$ cat config.mk
export PLATFORM = sky130hd
export DESIGN_NAME = cpu_seq
export DESIGN_NICKNAME = d
export VERILOG_FILES = /design/src/rtl/cpu_pkg.sv /design/src/rtl/cpu_seq_wdog.sv /design/src/rtl/cpu_seq.sv
export SDC_FILE = /design/constraint.sdc
export NUM_CORES = 1
export LEC_CHECK = 0
export ABC_AREA = 0
export CAP_MARGIN = 15
export CORE_UTILIZATION = 46
export CTS_CLUSTER_DIAMETER = 80
export DETAILED_ROUTE_END_ITERATION = 10
export PLACE_DENSITY = 0.8
export SLEW_MARGIN = 0
export SYNTH_ARGS = -nofsm -noshare
export SYNTH_HDL_FRONTEND = slang
export SYNTH_SLANG_ARGS = --single-unit
$ cat constraint.sdc
create_clock -name sys_clk -period 2.8 [get_ports sys_clk]
set_input_delay 0.42 -clock sys_clk [delete_from_list [all_inputs] [get_ports sys_clk]]
set_output_delay 0.42 -clock sys_clk [all_outputs]
set_load 0.005 [all_outputs]
$ cat src/rtl/cpu_pkg.sv
// Shared definitions for the cpu core and its program sequencer:
// sequencer state encoding, instruction field layout and opcode groups.
package cpu_pkg;

  // Sequencer states
  typedef enum logic [2:0] {
    SEQ_IDLE   = 3'd0,
    SEQ_FETCH  = 3'd1,
    SEQ_ISSUE  = 3'd2,
    SEQ_ARM    = 3'd3,
    SEQ_EXEC   = 3'd4,
    SEQ_HALTED = 3'd5,
    SEQ_ERROR  = 3'd6
  } seq_state_t;

  // Sequencer defaults
  localparam logic [3:0]  HALT_OPCD_DEF   = 4'hF;
  localparam int unsigned TIMEOUT_CYC_DEF = 1024;

  // Instruction field bit positions (shared with the core decoder)
  localparam int OPCD_MSB = 31;
  localparam int OPCD_LSB = 28;
  localparam int RD_MSB   = 27;
  localparam int RD_LSB   = 24;
  localparam int RS_MSB   = 23;
  localparam int RS_LSB   = 20;
  localparam int SUB_MSB  = 19;
  localparam int SUB_LSB  = 16;
  localparam int IMM_MSB  = 15;
  localparam int IMM_LSB  = 0;

  // Opcode groups
  localparam logic [3:0] GRP_NOP  = 4'h0;
  localparam logic [3:0] GRP_LD   = 4'h1;
  localparam logic [3:0] GRP_IO   = 4'h2;
  localparam logic [3:0] GRP_MATH = 4'h3;
  localparam logic [3:0] GRP_HALT = 4'hF;

  // IO group sub-opcodes
  localparam logic [3:0] IO_IN  = 4'h0;
  localparam logic [3:0] IO_OUT = 4'h1;

  // Math group sub-opcodes
  localparam logic [3:0] MATH_ADD = 4'h0;
  localparam logic [3:0] MATH_SUB = 4'h1;
  localparam logic [3:0] MATH_AND = 4'h2;
  localparam logic [3:0] MATH_OR  = 4'h3;
  localparam logic [3:0] MATH_XOR = 4'h4;
  localparam logic [3:0] MATH_SHL = 4'h5;
  localparam logic [3:0] MATH_SHR = 4'h6;

  // Opcode field of an instruction word
  function automatic logic [3:0] inst_opcd(input logic [31:0] inst);
    return inst[OPCD_MSB:OPCD_LSB];
  endfunction

  // Assemble an instruction word from its fields
  function automatic logic [31:0] mk_inst(input logic [3:0]  opcd,
                                          input logic [3:0]  rd,
                                          input logic [3:0]  rs,
                                          input logic [3:0]  sub,
                                          input logic [15:0] imm);
    return {opcd, rd, rs, sub, imm};
  endfunction

  // States in which the sequencer owns an in-flight fetch or instruction
  function automatic logic is_busy_state(input seq_state_t s);
    return (s == SEQ_FETCH) || (s == SEQ_ISSUE) ||
           (s == SEQ_ARM)   || (s == SEQ_EXEC);
  endfunction

endpackage

$ cat src/rtl/cpu_seq_wdog.sv
// Watchdog for the sequencer: clearable, enabled cycle counter that flags
// the TIMEOUT_CYC-th enabled cycle since the last clear.
module seq_wdog
#(
  parameter int unsigned TIMEOUT_CYC = 1024
) (
  input  logic sys_clk,
  input  logic sys_rst,
  input  logic i_clr,
  input  logic i_en,
  output logic o_expired
);

  localparam int unsigned CW = $clog2(TIMEOUT_CYC + 1);

  logic [CW-1:0] r_cnt;

  // expired is raised during the last allowed cycle so the owner can leave
  // its wait state on exactly the TIMEOUT_CYC-th cycle
  assign o_expired = i_en && (r_cnt == CW'(TIMEOUT_CYC - 1));

  // Count enabled cycles; clear has priority and the count saturates at expiry
  always_ff @(posedge sys_clk or negedge sys_rst) begin
    if (!sys_rst) begin
      r_cnt <= '0;
    end else if (i_clr) begin
      r_cnt <= '0;
    end else if (i_en && !o_expired) begin
      r_cnt <= r_cnt + CW'(1);
    end
  end

endmodule

$ cat src/rtl/cpu_seq.sv
// Program sequencer: fetches instruction words, issues them to the cpu core
// one at a time and waits for completion, with start/stop, HALT detection
// and a watchdog on both the fetch and the execute phases.
module cpu_seq
  import cpu_pkg::*;
#(
  parameter int unsigned TIMEOUT_CYC = TIMEOUT_CYC_DEF,
  parameter logic [3:0]  HALT_OPCD   = HALT_OPCD_DEF
) (
  input  logic        sys_clk,
  input  logic        sys_rst,
  input  logic        seq_start,
  input  logic        seq_stop,
  input  logic [31:0] seq_base_addr,
  output logic        seq_busy,
  output logic        seq_halted,
  output logic        seq_err,
  output logic [31:0] seq_pc,
  output logic [31:0] seq_icount,
  output logic        fetch_ctr,
  output logic [31:0] fetch_addr,
  input  logic        fetch_done,
  input  logic [31:0] fetch_data,
  output logic [31:0] sys_inst_cmd,
  output logic        sys_inst_up,
  input  logic        sys_inst_st
);

  seq_state_t  r_state;
  seq_state_t  w_state_next;

  logic [31:0] r_pc;
  logic [31:0] w_pc_next;
  logic [31:0] r_icount;
  logic [31:0] w_icount_next;
  logic [31:0] r_cmd;
  logic [31:0] w_cmd_next;
  logic        r_fetch_ctr;
  logic        w_fetch_ctr_next;
  logic        r_inst_up;
  logic        w_inst_up_next;
  logic        r_stop_pend;
  logic        w_stop_pend_next;

  logic        w_busy;
  logic        w_start_ok;
  logic        w_stop_req;
  logic        w_wd_clr;
  logic        w_wd_en;
  logic        w_wd_expired;

  // A simultaneous stop cancels a start; a stop seen together with core
  // completion counts as already pending
  assign w_busy     = is_busy_state(r_state);
  assign w_start_ok = seq_start && !seq_stop;
  assign w_stop_req = r_stop_pend || seq_stop;

  seq_wdog #(
    .TIMEOUT_CYC (TIMEOUT_CYC)
  ) u_wdog (
    .sys_clk   (sys_clk),
    .sys_rst   (sys_rst),
    .i_clr     (w_wd_clr),
    .i_en      (w_wd_en),
    .o_expired (w_wd_expired)
  );

  // State register
  always_ff @(posedge sys_clk or negedge sys_rst) begin
    if (!sys_rst) begin
      r_state <= SEQ_IDLE;
    end else begin
      r_state <= w_state_next;
    end
  end

  // Next-state and next-value decode for every registered output
  always_comb begin
    w_state_next  = r_state;
    w_pc_next     = r_pc;
    w_icount_next = r_icount;
    w_cmd_next    = r_cmd;

    case (r_state)
      SEQ_IDLE, SEQ_HALTED, SEQ_ERROR: begin
        if (w_start_ok) begin
          w_state_next  = SEQ_FETCH;
          w_pc_next     = seq_base_addr;
          w_icount_next = 32'd0;
        end
      end
      SEQ_FETCH: begin
        // a completing fetch wins over a watchdog expiring in the same cycle
        if (fetch_done) begin
          w_cmd_next   = fetch_data;
          w_state_next = (inst_opcd(fetch_data) == HALT_OPCD) ? SEQ_HALTED : SEQ_ISSUE;
        end else if (w_wd_expired) begin
          w_state_next = SEQ_ERROR;
        end
      end
      SEQ_ISSUE: begin
        w_state_next = SEQ_ARM;
      end
      SEQ_ARM: begin
        // core status is stale here; it has not yet reacted to the strobe
        w_state_next = SEQ_EXEC;
      end
      SEQ_EXEC: begin
        if (sys_inst_st) begin
          w_pc_next     = r_pc + 32'd1;
          w_icount_next = r_icount + 32'd1;
          w_state_next  = w_stop_req ? SEQ_IDLE : SEQ_FETCH;
        end else if (w_wd_expired) begin
          w_state_next = SEQ_ERROR;
        end
      end
      default: begin
        w_state_next = SEQ_IDLE;
      end
    endcase

    // fetch request mirrors the FETCH state one register stage ahead
    w_fetch_ctr_next = (w_state_next == SEQ_FETCH);
    // the strobe is registered from ISSUE, so it rises one cycle after the
    // command register has loaded and the core always sees a settled word
    w_inst_up_next   = (r_state == SEQ_ISSUE);

    // watchdog restarts on entry to each wait phase
    w_wd_clr = (w_state_next != r_state) &&
               ((w_state_next == SEQ_FETCH) || (w_state_next == SEQ_ARM));
    w_wd_en  = (r_state == SEQ_FETCH) || (r_state == SEQ_EXEC);

    // stop request survives only while the sequencer stays busy
    w_stop_pend_next = is_busy_state(w_state_next) ? (r_stop_pend || (w_busy && seq_stop)) : 1'b0;
  end

  // Registered datapath and handshake outputs
  always_ff @(posedge sys_clk or negedge sys_rst) begin
    if (!sys_rst) begin
      r_pc        <= 32'd0;
      r_icount    <= 32'd0;
      r_cmd       <= 32'd0;
      r_fetch_ctr <= 1'b0;
      r_inst_up   <= 1'b0;
      r_stop_pend <= 1'b0;
    end else begin
      r_pc        <= w_pc_next;
      r_icount    <= w_icount_next;
      r_cmd       <= w_cmd_next;
      r_fetch_ctr <= w_fetch_ctr_next;
      r_inst_up   <= w_inst_up_next;
      r_stop_pend <= w_stop_pend_next;
    end
  end

  assign seq_busy     = w_busy;
  assign seq_halted   = (r_state == SEQ_HALTED);
  assign seq_err      = (r_state == SEQ_ERROR);
  assign seq_pc       = r_pc;
  assign seq_icount   = r_icount;
  assign fetch_ctr    = r_fetch_ctr;
  assign fetch_addr   = r_pc;
  assign sys_inst_cmd = r_cmd;
  assign sys_inst_up  = r_inst_up;

endmodule

==> run summary <==
The run gives 0.0982 ns as the worst hold slack. The cell sitting at the root of the clock tree is a clkbuf_16. The share of synthesized registers carrying an async set or reset came out at 1.00. After floorplanning, the core was divided into 42 placement rows. The tools report the global-route total usage across every layer as 0.256. Remaining global-route overflow: 0. The final number of max-transition violations is 0. The top-area cell type share of the netlist area works out to 0.453. After synthesis, the mean cell area works out to 9.50 sq um.

The count of antenna-violating nets left after detailed routing is 0, and the part of the Yosys area used for sequential elements is 0.453. Detailed routing inserted a total of 5951 vias. The delay contributed by the slowest stage of the critical path works out to 0.60 ns.

The buffer levels on the longest clock path came out at 2. Clock latency on the worst-skew pair, taken at its later pin, is 0.41 ns. The flow ran to the end, and the final reports show no timing, DRC or antenna violations.

The fraction of power spent switching nets is 0.339, and the ratio of cells with drive above 1 in the final layout is 0.116. The most frequent standard cell in the layout excluding fill and tap cells is clkdlybuf4s50_1. Full die area: 0.0140 sq mm. The width of the die was 118 um; the count of buffers from port buffering was 202.

Synthesis produced a netlist whose cell count is 657. Synthesis produced a netlist with a net count of 730. Setup violations remaining at the end of the flow were counted as 0.

The number of hold-slack violations in the final timing report was 0. The startpoint kind of the worst setup timing path was a flop. The total internal power was 0.00551 W; the count of flip-flops with a built-in enable after synthesis was 0. The combinational power share is 0.418. After detailed routing, the number of remaining DRC violations is 0. Entering global routing, the biggest net connects 65 pins.

For this design the top-level I/O count stands at 203. The type of the worst setup path is reg2out. The most used flip-flop cell after synthesis is dfrtp_1. The netlist uses 64 different library cells. Count of inserted antenna diode cells: 0. The logs give 5885 for the via count of the first global-routing pass and 0.0132 sq mm for the area of the core region. Yosys attributes the largest share of cell area to dfrtp_1 (45%), mux2_2 (5.8%), a21oi_1 (4.3%). Number of buffers inserted by hold repair at cts: 0. The fmax is 0.389 GHz.

For the clock network fraction of design power, the log shows 0.241. Summed over all nets, the half-perimeter wirelength after detailed placement is 12200 um. Along the worst path, the maximum fanout reaches 8. The vertical die dimension came out at 118 um. Setup total negative slack on the finished layout was measured at 0 ns. The tools report the power share of the sequential group as 0.341. Largest area contributor in the netlist: dfrtp_1.

In the layout the commonest cells are clkdlybuf4s50_1 (201), dfrtp_1 (113), a21oi_1 (53), nand2_1 (46), nor2_1 (42). The total power consumption of the routed design is 0.00833 W. After detailed routing, the average wire length per cell comes to 17.1 um. After synthesis the cells add up to 0.00624 sq mm.

In this run the static leakage power is 3.48 nW. Clock tree skew after final layout: 0.0115 ns. Initial antenna violation count: 0. TritonCTS built the clock tree. For this design, the sink count on the clock tree is 113. The signal on the critical path passes through buf_4, nor2_1, xnor2_1, clkdlybuf4s50_1. At the end of routability-driven placement, the weighted congestion stood at 0.870. Relative to the synthesized area, the layout overhead comes to 41.9%. The flop and latch count out of synthesis was 113; the starting utilization of the core area was 0.471. The total power density per cell area was 941 mW/mm^2. For this run, the detailed router's first-pass iteration total came to 5. The first global-routing pass estimated 28900 um of wire.

In the final design database the tool counted 898 nets. The tools report the post-CTS setup buffer count as 0. The logs give 0.439 for the worst slew slack as a fraction of its limit and 0 for the reported max-cap violation count.

TritonCTS created 17 clock buffers. The post-route fraction of the period consumed by the critical path was 0.919. IR analysis of the VDD net gives a maximum drop of 0.562 mV. The share of the core filled with cells came out at 0.668. Setup repair after global routing left no endpoint under its margin. Number of warnings issued by yosys: 0. The final layout contains routed wiring with a total length of 17300 um. For the pin with the worst max-slew slack, the measured transition is 0.842 ns. In this run the power spent charging and discharging nets is 0.00282 W. Data on the critical path arrives at its endpoint at 2.15 ns. The worst min-delay path category was in2async.

The run gives 0 as the quantity of gates resized following cts. The time the worst path needs with I/O delays and setup is 2.57 ns, and the per-cell via count in the routed design is 5.87. The starting DRC count in detailed routing was 644; the H-tree depth was 4. Worst path required time: 2.38 ns.

STA classifies the critical path endpoint as an output port. After clock tree synthesis, the clock-pin slew on the worst setup and hold paths is 0.06 ns. The critical path's slowest cell was clkdlybuf4s50_1.
[cell type report]
cell class	count	area, sq um
timing repair buffer	219	2220
multi-input combinational	457	2970
tap	176	220
fill	1023	4390
clock inverter	11	90.1
sequential	113	2830
clock buffer	20	457
inverter	17	63.8
[Yosys cell counts, types with 4 or more instances]
library cell	n
dfrtp_1	113
nand4_1	18
and3_1	14
buf_2	10
o22ai_1	11
xor2_1	9
nand3_1	30
buf_4	33
nand2_1	46
nor3_1	13
o32ai_1	5
a21oi_1	53
inv_1	16
xnor2_1	10
nor2_1	43
clkbuf_1	26
or4_1	12
nor4_1	8
nor3b_1	4
and4_1	6
a2bb2oi_1	4
o21ai_0	36
o31ai_1	13
or2_2	4
o211ai_1	4
mux2_2	32
or3_1	15
[power groups by stage]
stage	clock network (W)	registers, W	logic (W)
final	0.00201	0.00284	0.00348
after detailed placement	0	0.00285	0.00347
after global routing	0.00210	0.00293	0.00377
after floorplan	0	0.00270	0.00176
after CTS	0.00203	0.00283	0.00349
after global placement	0	0.00280	0.00338
[worst max-delay path, delay by kind of cell (launching register included)]
| kind | cells | cell delay, ns |
|---|---|---|
| flops | 1 | 0.53 |
| buf+inv | 2 | 0.83 |
| simple gates | 1 | 0.07 |
| xor+xnor | 1 | 0.31 |
[through the flow]
step	std cells	area [sq um]	setup slack (ns)
finish	1013	8850	0.226
global route	1013	8850	0.125
CTS	1013	8850	0.242
detailed placement	982	8310	0.124
global placement	982	8310	0.184
floorplan	657	6240	0.717
[cell families after synthesis]
logic type                 count (synthesis)  synth area share
DFF                                      113             0.453
AOI/OAI and AO/OA                        167             0.176
muxes                                     34            0.0610
and+or+nand+nor                          234             0.203
adders and majority gates                  3           0.00602
xor gates and xnor gates                  19            0.0267
buffers and inverters                     87            0.0742
[worst paths after layout]
check                      depth (start not counted)               end  slack (ns)        startpoint
max                                                4          seq_busy        0.23        r_state[1]
min                                                1    fetch_addr[28]         0.1           sys_rst
max reg2reg                                        5    fetch_addr[24]        0.42    fetch_addr[14]
min reg2reg                                        2  u_wdog.r_cnt[10]        0.49  u_wdog.r_cnt[10]
max in group asynchronous                          2  sys_inst_cmd[28]        1.93           sys_rst
min in group sys_clk                               2  u_wdog.r_cnt[10]        0.49  u_wdog.r_cnt[10]
[registers in the layout, summed over array words and instances, names as in the netlist]
| signal | flops |
|---|---|
| fetch_ctr | 1 |
| seq_icount | 32 |
| sys_inst_up | 1 |
| r_state | 3 |
| fetch_addr | 32 |
| sys_inst_cmd | 32 |
| r_stop_pend | 1 |
| u_wdog.r_cnt | 11 |
[metal layers]
metal  vias to the layer above  part of all wire  track usage
met3                        49             0.073       0.0763
met1                      2887              0.42        0.327
met5                         -                 0            0
met4                         0             0.035        0.121
met2                       269              0.47        0.399
li1                       2746                 -            -
No activity file was read; power rests on OpenSTA's default activity.
